[config.mk]
export PLATFORM = sky130hd
export DESIGN_NAME = stopwatch_display
export DESIGN_NICKNAME = d
export VERILOG_FILES = /design/src/rtl/stopwatch_display.sv
export SDC_FILE = /design/constraint.sdc
export NUM_CORES = 1
export LEC_CHECK = 0
export CORE_ASPECT_RATIO = 0.5
export CORE_UTILIZATION = 49
export CTS_CLUSTER_SIZE = 20
export DETAILED_ROUTE_END_ITERATION = 10
export GPL_ROUTABILITY_DRIVEN = 0
export PLACE_DENSITY = 0.81
export SLEW_MARGIN = 30
export SYNTH_ARGS = -nofsm -noshare
export SYNTH_HDL_FRONTEND = slang
export SYNTH_SLANG_ARGS = --single-unit
[constraint.sdc]
create_clock -name clk -period 2.4 [get_ports clk]
set_clock_uncertainty 0.05 [all_clocks]
set_input_delay 0.48 -clock clk [delete_from_list [all_inputs] [get_ports clk]]
set_output_delay 0.48 -clock clk [all_outputs]
set_load 0.02 [all_outputs]
[src/rtl/stopwatch_display.sv]
// Four-digit common-anode seven-segment driver for the stopwatch digits.
// Ports: clk, reset (sync, active-high), four BCD digit inputs,
//   Blank/Blink_En controls, an[3:0] (active-low, an[0] = tenths),
//   seg[6:0] = {g,f,e,d,c,b,a} active-low, dp active-low.
module stopwatch_display #(
    parameter int REFRESH_DIV = 50000,
    parameter int BLINK_SCANS = 64,
    parameter bit LZB         = 1'b1
) (
    input  logic       clk,
    input  logic       reset,
    input  logic [3:0] Minutes,
    input  logic [3:0] Tens_Seconds,
    input  logic [3:0] Ones_Seconds,
    input  logic [3:0] Tenths_Seconds,
    input  logic       Blank,
    input  logic       Blink_En,
    output logic [3:0] an,
    output logic [6:0] seg,
    output logic       dp
);

    localparam int PW = (REFRESH_DIV > 1) ? $clog2(REFRESH_DIV) : 1;
    localparam int BW = (BLINK_SCANS > 1) ? $clog2(BLINK_SCANS) : 1;
    localparam logic [PW-1:0] PRESC_MAX = PW'(REFRESH_DIV - 1);
    localparam logic [BW-1:0] BLINK_MAX = BW'(BLINK_SCANS - 1);

    logic [PW-1:0] presc_q, presc_d;
    logic [1:0]    idx_q, idx_d;
    logic [15:0]   snap_q, snap_d;
    logic [BW-1:0] blink_cnt_q, blink_cnt_d;
    logic          phase_q, phase_d;
    logic [3:0]    an_q, an_d;
    logic [6:0]    seg_q, seg_d;
    logic          dp_q, dp_d;

    logic          tick;
    logic          scan_end;
    logic [3:0]    sel_digit;
    logic          suppress;

    function automatic logic [6:0] seg_decode(input logic [3:0] d);
        logic [6:0] s;
        case (d)
            4'd0:    s = 7'b1000000;
            4'd1:    s = 7'b1111001;
            4'd2:    s = 7'b0100100;
            4'd3:    s = 7'b0110000;
            4'd4:    s = 7'b0011001;
            4'd5:    s = 7'b0010010;
            4'd6:    s = 7'b0000010;
            4'd7:    s = 7'b1111000;
            4'd8:    s = 7'b0000000;
            4'd9:    s = 7'b0010000;
            default: s = 7'b0111111;
        endcase
        return s;
    endfunction

    always_comb begin
        presc_d     = presc_q;
        idx_d       = idx_q;
        snap_d      = snap_q;
        blink_cnt_d = blink_cnt_q;
        phase_d     = phase_q;
        sel_digit   = 4'd0;

        tick     = (presc_q == PRESC_MAX);
        scan_end = tick && (idx_q == 2'd3);

        presc_d = tick ? '0 : presc_q + 1'b1;
        if (tick) begin
            idx_d = idx_q + 2'd1;
        end

        // All four digits are latched together at the end of a scan so
        // one scan never mixes old and new values.
        if (scan_end) begin
            snap_d = {Minutes, Tens_Seconds, Ones_Seconds, Tenths_Seconds};
            if (blink_cnt_q == BLINK_MAX) begin
                blink_cnt_d = '0;
                phase_d     = ~phase_q;
            end else begin
                blink_cnt_d = blink_cnt_q + 1'b1;
            end
        end

        case (idx_q)
            2'd0:    sel_digit = snap_q[3:0];
            2'd1:    sel_digit = snap_q[7:4];
            2'd2:    sel_digit = snap_q[11:8];
            default: sel_digit = snap_q[15:12];
        endcase

        an_d  = ~(4'b0001 << idx_q);
        seg_d = seg_decode(sel_digit);
        dp_d  = (idx_q != 2'd1);

        // Every suppression source yields the same all-off pattern.
        suppress = Blank
                || (Blink_En && phase_q)
                || (LZB && (idx_q == 2'd3) && (snap_q[15:12] == 4'd0));
        if (suppress) begin
            an_d  = 4'b1111;
            seg_d = 7'b1111111;
            dp_d  = 1'b1;
        end
    end

    always_ff @(posedge clk) begin
        if (reset) begin
            presc_q     <= '0;
            idx_q       <= 2'd0;
            snap_q      <= 16'd0;
            blink_cnt_q <= '0;
            phase_q     <= 1'b0;
            an_q        <= 4'b1111;
            seg_q       <= 7'b1111111;
            dp_q        <= 1'b1;
        end else begin
            presc_q     <= presc_d;
            idx_q       <= idx_d;
            snap_q      <= snap_d;
            blink_cnt_q <= blink_cnt_d;
            phase_q     <= phase_d;
            an_q        <= an_d;
            seg_q       <= seg_d;
            dp_q        <= dp_d;
        end
    end

    assign an  = an_q;
    assign seg = seg_q;
    assign dp  = dp_q;

endmodule

==> flow_summary.ini <==
[drt]
drc = 0
vias_per_cell = 5.52
wl_per_cell_um = 13.3
drtIter0Drc = 80
wl_mm = 4.73
dr.pass1.iters = 4
vias = 1971
ant_nets = 0

[synth]
yosys_warnings = 0
netlist_area_um2 = 2310
ys_ff_latch = 52
synthDistinctLibCells = 40
yosys-top-cells-area = dfxtp_1 45%, nand2_1 7.3%, a21oi_1 5.8%
synthArstFlopShare_pct = 0
synth_edf_count = 0
synthCells = 269
synth_common_cells = 52 x dfxtp_1, 45 x nand2_1, 27 x a21oi_1
ys.flop_type = dfxtp_1
synth.avg_cell_area_um2 = 8.60
syn_nets = 299
ys_seq_area_share_pct = 45.0
netlist.area_leader.share_pct = 45.0
synth_area_leader_cell = dfxtp_1
synth.most_common_cell = dfxtp_1

[timing]
worstMarginPinSlew_ns = 0.793
setup_viol = 0
finalSetupTns_ns = 0
fin_crit_ns = 2.28
slew_headroom_pct = 45.7
grt_setup_unrepaired = false
fmax_mhz = 439
hold_viol_final = 0
whs_ns = 0.414
drv_slew = 0
fin_crit_sh_pct = 95.0

[clocking]
clk_path_buf_depth = 2
htree_num_levels = 2
numCtsBuffers = 5
tritoncts = done
clockRootBuffer = clkbuf_8
path_clk_slew_ns = 0.09
cts_sinks = 52
clock_latency_ns = 0.30
holdBufCountCts = 0

[worst_setup_path]
end_kind = register
cp.required_ns = 2.57
cp_common_cell = or4_4
arrival_ns = 2.45
crit_chain = or4_4 -> or4_4 -> or3_1 -> a211oi_1
cpMaxStageDelayCell = or4_4
path_buf_inv = 0
slowest_delay_ns = 0.60
start_kind = register
critPathTopFamily = simple AND/OR/NAND/NOR gates
path_max_fanout = 8
path_class = reg2reg

[power]
sw_frac_of_total_pct = 20.9
comb_power_share_pct = 5.6
p_leak_uw = 0.000961
power_frac_seq_pct = 60.0
p_switching_uw = 306
vdd_drop_max_mv = 0.240
clockPowerShare_pct = 34.3
intPower_uw = 1160
powerDensity_nw_per_um2 = 527

[outcome]
outcome = finished, final reports clean

[global_routing]
grt_usage_pct = 20.1
grt_overflow_total = 0
grt_pass1_wl_mm = 7.89
grt_start_max_net_pins = 28
grt_pass1_vias = 1851
antenna_found_initial = 0

[layout]
area_growth_pct = 20.1
nNetsFinal = 329
diodes = 0
final_area_um2 = 2780
drive_above_1_share_pct = 6.33

[placement]
place_area_um2 = 2660
port_buffers = 31
dp_hpwl_mm = 3.36

[floorplan]
die_w_um = 99.1
die_area_um2 = 5010
start_util_pct = 51.8
fp.dieH_um = 50.6
fp-row-count = 17
core-area_um2 = 4470
io_pins = 32

[hold_path]
hold_path_class = reg2reg

[run]
timing.max_cap.violations = 0
==> state kept, by name, indices dropped and copies added (netlist names) <==
name	cells
dp	1
idx_q	2
phase_q	1
blink_cnt_q	6
seg	7
presc_q	16
snap_q	16
an	3
==> what timing repair did <==
action | in CTS | in global routing
resized for setup | 0 | 3
buffers inserted | 0 | 2
endpoints found under the setup margin | 0 | 5
==> layout by cell type (no fill, tap or decap), types with 10 or more instances in the layout <==
cell type	netlist	routed
nand3_1	12	12
nor2_1	17	17
ha_1	10	10
o21ai_0	11	11
xor2_1	10	10
dfxtp_1	52	52
clkdlybuf4s50_1	0	31
nand2_1	45	45
inv_1	13	13
a21oi_1	27	27
==> metrics by stage <==
stage          util (%)  total power [uW]  std cells  worst slack (ns)
2_1_floorplan         -               929        269             0.136
3_3_place_gp       59.6               979        347             0.148
3_5_place_dp       59.6               980        347            0.0907
4_1_cts            61.7              1470        355            0.0579
5_1_grt            62.2              1510        357           0.00508
6_report           62.2              1460        357             0.120
==> kinds of logic (layout without fill, tap and decap cells) <==
logic type / Yosys count / count (layout) / share of synthesized area, %
xor gates and xnor gates: 13 / 13 / 4.92
and+or+nand+nor: 105 / 105 / 22.8
AOI/OAI and AO/OA: 54 / 54 / 14.0
adders and majority gates: 10 / 10 / 5.41
DFF: 52 / 52 / 45.0
buffers and inverters: 29 / 60 / 5.19
muxes: 6 / 6 / 2.65
==> power groups by stage <==
| stage | registers [uW] | logic, uW | clock network, uW |
|---|---|---|---|
| 2_1_floorplan | 906 | 22.3 | 0 |
| 3_3_place_gp | 898 | 80.5 | 0 |
| 3_5_place_dp | 899 | 81.6 | 0 |
| 4_1_cts | 878 | 82.3 | 511 |
| 5_1_grt | 880 | 88.7 | 544 |
| 6_report | 878 | 82.2 | 502 |
==> worst register-to-register path: cells and delay by family (launching register included) <==
kind,cells,cell delay (ns)
compound gates,1,0.23
flops,1,0.35
simple gates,3,1.58
==> metal layers <==
layer / wire length [um] / share of wire [%] / global-route usage (%)
met5: 0 / 0 / 0
met4: 54 / 1.1 / 9.07
met3: 159 / 3.4 / 4.87
met2: 2350 / 50 / 36.7
met1: 2170 / 46 / 22.8
==> final cells by class <==
cell class / count / area (um^2)
Clock buffer: 8 / 90.1
Fill cell: 370 / 1690
Inverter: 14 / 52.6
Multi-Input combinational cell: 188 / 1160
Sequential cell: 52 / 1040
Tap cell: 57 / 71.3
Timing Repair Buffer: 38 / 363
==> final timing paths <==
path | start | to | slack [ns] | cells after the start
max | presc_q[11]$_SDFF_PP0_ | blink_cnt_q[5]$_SDFFE_PP0P_ | 0.12 | 4
min reg2reg | snap_q[1]$_SDFFE_PP0P_ | snap_q[1]$_SDFFE_PP0P_ | 0.41 | 2
min | snap_q[1]$_SDFFE_PP0P_ | snap_q[1]$_SDFFE_PP0P_ | 0.41 | 2
max reg2reg | presc_q[11]$_SDFF_PP0_ | blink_cnt_q[5]$_SDFFE_PP0P_ | 0.12 | 4
(Power assumes the default switching activity.)
